### config.mk
export PLATFORM = sky130hd
export DESIGN_NAME = hazard_fwd_ctrl
export DESIGN_NICKNAME = d
export VERILOG_FILES = /design/src/rtl/hazard_fwd_ctrl_pkg.sv /design/src/rtl/hazard_sb_stage.sv /design/src/rtl/hazard_fwd_ctrl.sv
export SDC_FILE = /design/constraint.sdc
export NUM_CORES = 1
export LEC_CHECK = 0
export CAP_MARGIN = 20
export CORE_ASPECT_RATIO = 1.4
export CORE_MARGIN = 10
export CORE_UTILIZATION = 42
export DETAILED_ROUTE_END_ITERATION = 7
export PLACE_DENSITY = 0.8
export SLEW_MARGIN = 10
export SYNTH_ARGS = -nofsm -noshare
export SYNTH_HDL_FRONTEND = slang
export SYNTH_SLANG_ARGS = --single-unit
### constraint.sdc
create_clock -name clk -period 1.55 [get_ports clk]
set_input_delay 0.2325 -clock clk [delete_from_list [all_inputs] [get_ports clk]]
set_output_delay 0.2325 -clock clk [all_outputs]
set_load 0.01 [all_outputs]
### src/rtl/hazard_fwd_ctrl_pkg.sv
// ---------------------------------------------------------------------------
// hazard_fwd_ctrl_pkg
//   Shared definitions for the pipeline hazard / forwarding controller.
//   - FWD_* : encodings of the EX-stage 3:1 operand mux select.
//   - sb_flags_t : per-stage scoreboard status bits (the destination index is
//     carried next to it so its width can follow the REG_W parameter).
//   - fwd_pick : forwarding priority helper (younger producer wins).
// ---------------------------------------------------------------------------
package hazard_fwd_ctrl_pkg;

  localparam logic [1:0] FWD_REG = 2'b00;  // operand from register file
  localparam logic [1:0] FWD_WB  = 2'b01;  // operand from WB result
  localparam logic [1:0] FWD_MEM = 2'b10;  // operand from MEM result

  typedef struct packed {
    logic valid;     // stage holds a real instruction
    logic regwrite;  // instruction writes its destination
    logic memread;   // instruction is a load
  } sb_flags_t;

  localparam int SB_FLAGS_W = $bits(sb_flags_t);

  // Producer one ahead (in EX while the consumer is in ID) is the younger one
  // and therefore holds the architecturally newest value.
  function automatic logic [1:0] fwd_pick(input logic match_ex, input logic match_mem);
    logic [1:0] sel;
    sel = FWD_REG;
    if (match_ex) begin
      sel = FWD_MEM;
    end else if (match_mem) begin
      sel = FWD_WB;
    end
    return sel;
  endfunction

endpackage

### src/rtl/hazard_sb_stage.sv
// ---------------------------------------------------------------------------
// hazard_sb_stage
//   One stage of the destination-register scoreboard shift chain.
//   Ports:
//     clk, reset       : core clock, synchronous active-high reset
//     bubble           : load an empty entry instead of d_* this cycle
//     d_flags, d_dest  : entry arriving from the previous stage
//     q_flags, q_dest  : entry currently held by this stage
// ---------------------------------------------------------------------------
module hazard_sb_stage
  import hazard_fwd_ctrl_pkg::*;
#(
  parameter int REG_W = 5
) (
  input  logic             clk,
  input  logic             reset,
  input  logic             bubble,
  input  sb_flags_t        d_flags,
  input  logic [REG_W-1:0] d_dest,
  output sb_flags_t        q_flags,
  output logic [REG_W-1:0] q_dest
);

  always_ff @(posedge clk) begin
    if (reset || bubble) begin
      q_flags <= '0;
      q_dest  <= '0;
    end else begin
      q_flags <= d_flags;
      q_dest  <= d_dest;
    end
  end

endmodule

### src/rtl/hazard_fwd_ctrl.sv
// ---------------------------------------------------------------------------
// hazard_fwd_ctrl
//   Hazard controller for the 5-stage core. Tracks destinations of in-flight
//   instructions in an EX->MEM->WB scoreboard, produces registered EX operand
//   mux selects, a load-use / jr stall and an IF/ID flush strobe.
//
//   Build option: HAZ_FORWARD_EN
//     defined   : operands are forwarded from MEM/WB; only load-use and jr
//                 hazards stall.
//     undefined : selects stay at FWD_REG and any pending write to a used
//                 source in EX or MEM stalls (full interlock).
//
//   Ports:
//     clk, reset            : core clock, synchronous active-high reset
//     id_valid              : ID holds a real instruction
//     id_rs, id_rt          : ID source registers
//     id_use_rs, id_use_rt  : instruction actually reads rs / rt
//     id_dest, id_regwrite  : destination and write enable (dest ignored on jal)
//     id_memread            : instruction is a load
//     id_jal, id_jr         : jal (writes LINK_REG) / jr (reads rs in ID)
//     ex_branch_taken       : branch in EX resolved taken
//     fwd_a_sel, fwd_b_sel  : registered EX operand mux selects
//     stall                 : hold PC and IF/ID, bubble into ID/EX
//     flush_id              : squash the IF/ID instruction
//
//   Handshake: there is no valid/ready pair here; stall acts as the ready of
//   the ID stage. An ID instruction is accepted on a rising edge where
//   id_valid=1 and stall=0 and ex_branch_taken=0; otherwise the EX entry
//   becomes a bubble and ID must present the same instruction again.
// ---------------------------------------------------------------------------
module hazard_fwd_ctrl
  import hazard_fwd_ctrl_pkg::*;
#(
  parameter int REG_W    = 5,
  parameter int LINK_REG = 31
) (
  input  logic             clk,
  input  logic             reset,
  input  logic             id_valid,
  input  logic [REG_W-1:0] id_rs,
  input  logic [REG_W-1:0] id_rt,
  input  logic             id_use_rs,
  input  logic             id_use_rt,
  input  logic [REG_W-1:0] id_dest,
  input  logic             id_regwrite,
  input  logic             id_memread,
  input  logic             id_jal,
  input  logic             id_jr,
  input  logic             ex_branch_taken,
  output logic [1:0]       fwd_a_sel,
  output logic [1:0]       fwd_b_sel,
  output logic             stall,
  output logic             flush_id
);

  localparam logic [REG_W-1:0] LINK_IDX = REG_W'(LINK_REG);

  sb_flags_t        id_flags;
  logic [REG_W-1:0] id_dest_eff;
  sb_flags_t        ex_f, mem_f, wb_f;
  logic [REG_W-1:0] ex_dest, mem_dest, wb_dest;

  logic m_ex_rs, m_ex_rt, m_mem_rs, m_mem_rt;
  logic load_use, jr_stall, dep_stall, bubble;
  logic [1:0] sel_a_d, sel_b_d;

  // jal always writes the link register regardless of the decoded dest.
  assign id_dest_eff       = id_jal ? LINK_IDX : id_dest;
  assign id_flags.valid    = id_valid;
  assign id_flags.regwrite = id_valid & (id_regwrite | id_jal);
  assign id_flags.memread  = id_valid & id_memread & ~id_jal;

  // Register 0 is hard-wired, so a write to it never creates a dependency.
  assign m_ex_rs  = ex_f.valid  & ex_f.regwrite  & (ex_dest  == id_rs) & (id_rs != '0);
  assign m_ex_rt  = ex_f.valid  & ex_f.regwrite  & (ex_dest  == id_rt) & (id_rt != '0);
  assign m_mem_rs = mem_f.valid & mem_f.regwrite & (mem_dest == id_rs) & (id_rs != '0);
  assign m_mem_rt = mem_f.valid & mem_f.regwrite & (mem_dest == id_rt) & (id_rt != '0);

  // A load's data is only available at the end of MEM, one cycle too late
  // for a consumer directly behind it.
  assign load_use = id_valid & ex_f.memread &
                    ((m_ex_rs & id_use_rs) | (m_ex_rt & id_use_rt));

  // jr consumes rs in ID, so it can only take a value already produced at
  // the end of EX (ALU result in MEM); anything younger, or a load in MEM,
  // is not ready yet.
  assign jr_stall = id_valid & id_jr & (m_ex_rs | (m_mem_rs & mem_f.memread));

  always_comb begin
    sel_a_d   = FWD_REG;
    sel_b_d   = FWD_REG;
    dep_stall = 1'b0;
`ifdef HAZ_FORWARD_EN
    if (id_valid) begin
      sel_a_d = fwd_pick(m_ex_rs, m_mem_rs);
      sel_b_d = fwd_pick(m_ex_rt, m_mem_rt);
    end
`else
    dep_stall = id_valid & ((id_use_rs & (m_ex_rs | m_mem_rs)) |
                            (id_use_rt & (m_ex_rt | m_mem_rt)));
`endif
  end

  // A taken branch squashes the ID instruction, so any hazard it had is moot.
  assign stall    = ~reset & ~ex_branch_taken & (load_use | jr_stall | dep_stall);
  assign flush_id = ~reset & ex_branch_taken;
  assign bubble   = stall | ex_branch_taken;

  hazard_sb_stage #(.REG_W(REG_W)) u_sb_ex (
    .clk     (clk),
    .reset   (reset),
    .bubble  (bubble),
    .d_flags (id_flags),
    .d_dest  (id_dest_eff),
    .q_flags (ex_f),
    .q_dest  (ex_dest)
  );

  hazard_sb_stage #(.REG_W(REG_W)) u_sb_mem (
    .clk     (clk),
    .reset   (reset),
    .bubble  (1'b0),
    .d_flags (ex_f),
    .d_dest  (ex_dest),
    .q_flags (mem_f),
    .q_dest  (mem_dest)
  );

  hazard_sb_stage #(.REG_W(REG_W)) u_sb_wb (
    .clk     (clk),
    .reset   (reset),
    .bubble  (1'b0),
    .d_flags (mem_f),
    .d_dest  (mem_dest),
    .q_flags (wb_f),
    .q_dest  (wb_dest)
  );

  // WB-to-ID hazards are absorbed by the write-first register file; the WB
  // entry is tracked only so the chain mirrors the pipeline.
  logic unused_wb;
  assign unused_wb = ^{wb_f, wb_dest};

  // Selects travel into EX together with the instruction they belong to.
  always_ff @(posedge clk) begin
    if (reset || bubble) begin
      fwd_a_sel <= FWD_REG;
      fwd_b_sel <= FWD_REG;
    end else begin
      fwd_a_sel <= sel_a_d;
      fwd_b_sel <= sel_b_d;
    end
  end

endmodule

==> out/metrics.csv <==
stage,metric,value,unit
run_status,outcome,finished with violations,
run_status,failed_checks,setup timing,
clocking,cts_buffer_depth,2,
yosys,ys_seq_area_share,39.2,%
grt,grtUsageTotal,10.5,%
clocking,htreeDepth,1,
detailed_routing,drc,0,
worst_hold_path,holdPathEnd,u_sb_mem.q_flags[0]$_SDFF_PP0_,
yosys,ys_types,21,
sta,finalHoldViolations,0,
die,core_area,1800,um^2
run,drv_cap,0,
die,start_util,45.3,%
cells_and_area,syn_to_final_growth,55.0,%
die,ios,31,
yosys,synthesis.area,817,um^2
worst_hold_path,min-delay-start,u_sb_ex.q_flags[0]$_SDFF_PP0_,
power_and_ir_drop,p_leak,0.000488,uW
clocking,clock_latency,0.28,ns
power_and_ir_drop,p_int,632,uW
grt,grt_antenna_before_repair,0,
grt,grt_overflow,0,
detailed_routing,first_iter_violations,6,
detailed_routing,dr.pass1.iters,2,
setup_path,cp.arrival,1.59,ns
worst_hold_path,hold_class,flop to flop,
setup_path,reg2regPathDepth,7,
clocking,tritoncts,built,
sta,setup_viol,2,
sta,rsz0062_at_grt,true,
power_and_ir_drop,pwr-share-seq,52.8,%
power_and_ir_drop,finalPower,841,uW
power_and_ir_drop,ir_drop,481,uV
power_and_ir_drop,power_switching,209,uW
yosys,synth_top_cell_area_share,39.2,%
setup_path,r2r-end,u_sb_ex.q_dest[1]$_SDFF_PP0_,
cells_and_area,fillers,149,
detailed_routing,dr_total_vias,730,
detailed_routing,totalWireLength,2130,um
setup_path,crit_family,simple AND/OR/NAND/NOR gates,
die,num_rows,18,
clocking,clkTransAtPathRegs,0.08,ns
sta,fin_ws,-0.274,ns
power_and_ir_drop,clockPowerShare,24.9,%
setup_path,cp_cell_sequence,dlygate4sd2_1 > or4_4 > o22ai_4 > o22ai_2 > nor2b_2 > buf_2,
clocking,cts-hold-fix-buffers,0,
setup_path,r2r_slack,0,ns
setup_path,path_class,primary input to primary output,
detailed_routing,drt-wirelength-per-cell,14.6,um
cells_and_area,layout-drive-gt1-share,34.1,%
die,die_w,57.3,um
yosys,syn_inst,86,
worst_hold_path,whs_path_depth,1,
sta,fin_crit_sh,118,%
yosys,synth_top_area_cell,dfxtp_1,
cells_and_area,nets,153,
power_and_ir_drop,power_frac_comb,22.3,%
clocking,root_buffer,clkbuf_4,
setup_path,max_stage_delay,0.54,ns
yosys,synth_area_per_cell,9.50,um^2
detailed_routing,final_antenna_net_count,0,
setup_path,endpoint_kind,primary output,
yosys,yosysWarnings,0,
clocking,clock_sinks,16,
sta,fin_worst_skew,0.00614,ns
setup_path,path_max_fanout,3,
grt,grt_pass1_vias,847,
die,die_area,4130,um^2
sta,fin_crit,1.82,ns
placement,dp_hpwl,1800,um
clocking,cts_buffers,3,
cells_and_area,num_antenna_cells,0,
setup_path,r2r-start,u_sb_ex.q_dest[2]$_SDFF_PP0_,
setup_path,cp_data_required_time,1.32,ns
grt,grt_pass1_wl,3550,um
grt,grt_max_degree,10,
power_and_ir_drop,cellPowerDensity,664,nW/um^2
die,die_h,72.2,um
placement,portBuffers,26,
setup_path,cp_slowest_cell,or4_4,
detailed_routing,vias_per_cell,5.00,
placement,pre_cts_ws,-0.858,ns
power_and_ir_drop,power_switching_share,24.9,%
yosys,ys_ff_latch,16,
setup_path,worst-path-buf-inv,2,
yosys,synthTopCellsByArea,"dfxtp_1 (39%), xnor2_1 (21%), nor2b_1 (7.7%)",
sta,max_freq,548,MHz
sta,maxSlewViolCount,0,
setup_path,crit_path_start_kind,primary input,
placement,gp_congestion,0.876,
## power by group through the flow
stage                     Clock, uW  Combinational (uW)  Sequential [uW]
after floorplan                   0                81.0              447
after global placement            0                 173              450
after detailed placement          0                 178              451
after CTS                       214                 179              444
after global routing            231                 203              447
final                           210                 188              444
## flip-flops by register name, summed over array words and instances, names as in the netlist
name,flops
u_sb_ex.q_dest,5
u_sb_mem.q_dest,5
u_sb_ex.q_flags,3
u_sb_mem.q_flags,3
## per-layer routing
layer / routed length [um] / part of all wire (%) / GRT usage, % / vias to the layer above
met2: 1140 / 53 / 20.7 / 24
met3: 175 / 8.2 / 4.18 / 4
met1: 782 / 37 / 8.64 / 332
li1: - / - / - / 370
met4: 32 / 1.5 / 5.24 / 0
met5: 0 / 0 / 0 / -
## placed cells by master (no fill, tap or decap)
master | netlist | routed
o22ai_4 | 0 | 1
clkbuf_4 | 0 | 3
o32ai_2 | 1 | 1
clkdlybuf4s50_1 | 0 | 14
o2111ai_1 | 1 | 1
clkdlybuf4s15_1 | 0 | 2
or4_4 | 1 | 2
nor4_2 | 1 | 1
buf_2 | 0 | 1
o22a_1 | 2 | 2
dlygate4sd2_1 | 0 | 8
nand2_1 | 1 | 1
nand4_1 | 4 | 4
o21ai_0 | 5 | 5
nor2_1 | 8 | 8
or2_2 | 1 | 1
inv_1 | 2 | 2
o21ai_2 | 1 | 1
nor3_1 | 1 | 1
dfxtp_4 | 0 | 2
nand3_1 | 3 | 3
conb_1 | 1 | 4
clkdlybuf4s15_2 | 0 | 1
o22ai_2 | 2 | 1
nor2b_2 | 0 | 1
nor2b_1 | 10 | 9
buf_4 | 4 | 12
xnor2_2 | 0 | 7
dfxtp_1 | 16 | 6
dfxtp_2 | 0 | 8
xnor2_1 | 20 | 13
## worst max path at each step
stage / from / to / cells past startpoint / slack [ns]
finish: id_rs[2] / stall / 6 / -0.27
global placement: id_rs[1] / stall / 6 / -0.85
global route: u_sb_ex.q_dest[2]$_SDFF_PP0_ / stall / 6 / -0.36
detailed placement: id_rs[1] / stall / 6 / -0.86
CTS: u_sb_ex.q_dest[3]$_SDFF_PP0_ / stall / 6 / -0.27
floorplan: u_sb_ex.q_dest[2]$_SDFF_PP0_ / stall / 5 / 0.07
## timing repair
item,4_1_cts,5_1_grt
gates resized for setup,33,8
pin swaps,7,1
setup buffers,1,0
setup endpoints to repair,10,6
## final cells by class
cell class / count / area, um^2 / area share [%]
clock buffers: 3 / 22.5 / 1.78
inverters: 2 / 7.51 / 0.593
multi-input cells: 67 / 537 / 42.4
flip-flops and latches: 16 / 338 / 26.7
well taps: 20 / 25.0 / 1.98
repair buffers: 38 / 337 / 26.6
## metrics by stage
step,instances,hold slack [ns],setup TNS [ns],utilization [%],cell area (um^2)
2_1_floorplan,89,0.304,0,-,828
3_3_place_gp,142,0.430,-4.44,64.7,1170
3_5_place_dp,142,0.453,-4.70,64.7,1170
4_1_cts,146,0.465,-0.268,68.1,1230
5_1_grt,146,0.480,-0.775,70.3,1270
6_report,146,0.459,-0.274,70.3,1270
## synthesized netlist by cell type
master,n
xnor2_1,20
dfxtp_1,16
nor2b_1,10
nor2_1,8
o21ai_0,5
buf_4,4
nand4_1,4
nand3_1,3
inv_1,2
o22a_1,2
o22ai_2,2
conb_1,1
nand2_1,1
nor3_1,1
nor4_2,1
o2111ai_1,1
o21ai_2,1
o32ai_2,1
or2_2,1
or4_1,1
or4_4,1
## cells by family after synthesis
| kind of cell | Yosys count | synth area share, % |
|---|---|---|
| AO/OA/AOI/OAI | 12 | 12.4 |
| XOR/XNOR | 20 | 21.4 |
| buffers and inverters | 6 | 4.59 |
| flip-flops | 16 | 39.2 |
| other | 1 | 0.459 |
| AND/OR/NAND/NOR | 31 | 21.9 |
## worst reg2reg max path, stage by stage, from the launching register on
cell     delay [ns]
dfxtp_2        0.36
xnor2_1        0.19
nand4_1        0.10
o22a_1         0.23
buf_4          0.15
o32ai_2        0.20
buf_4          0.17
nor2_1         0.04
Power figures use the tool's default switching activity.
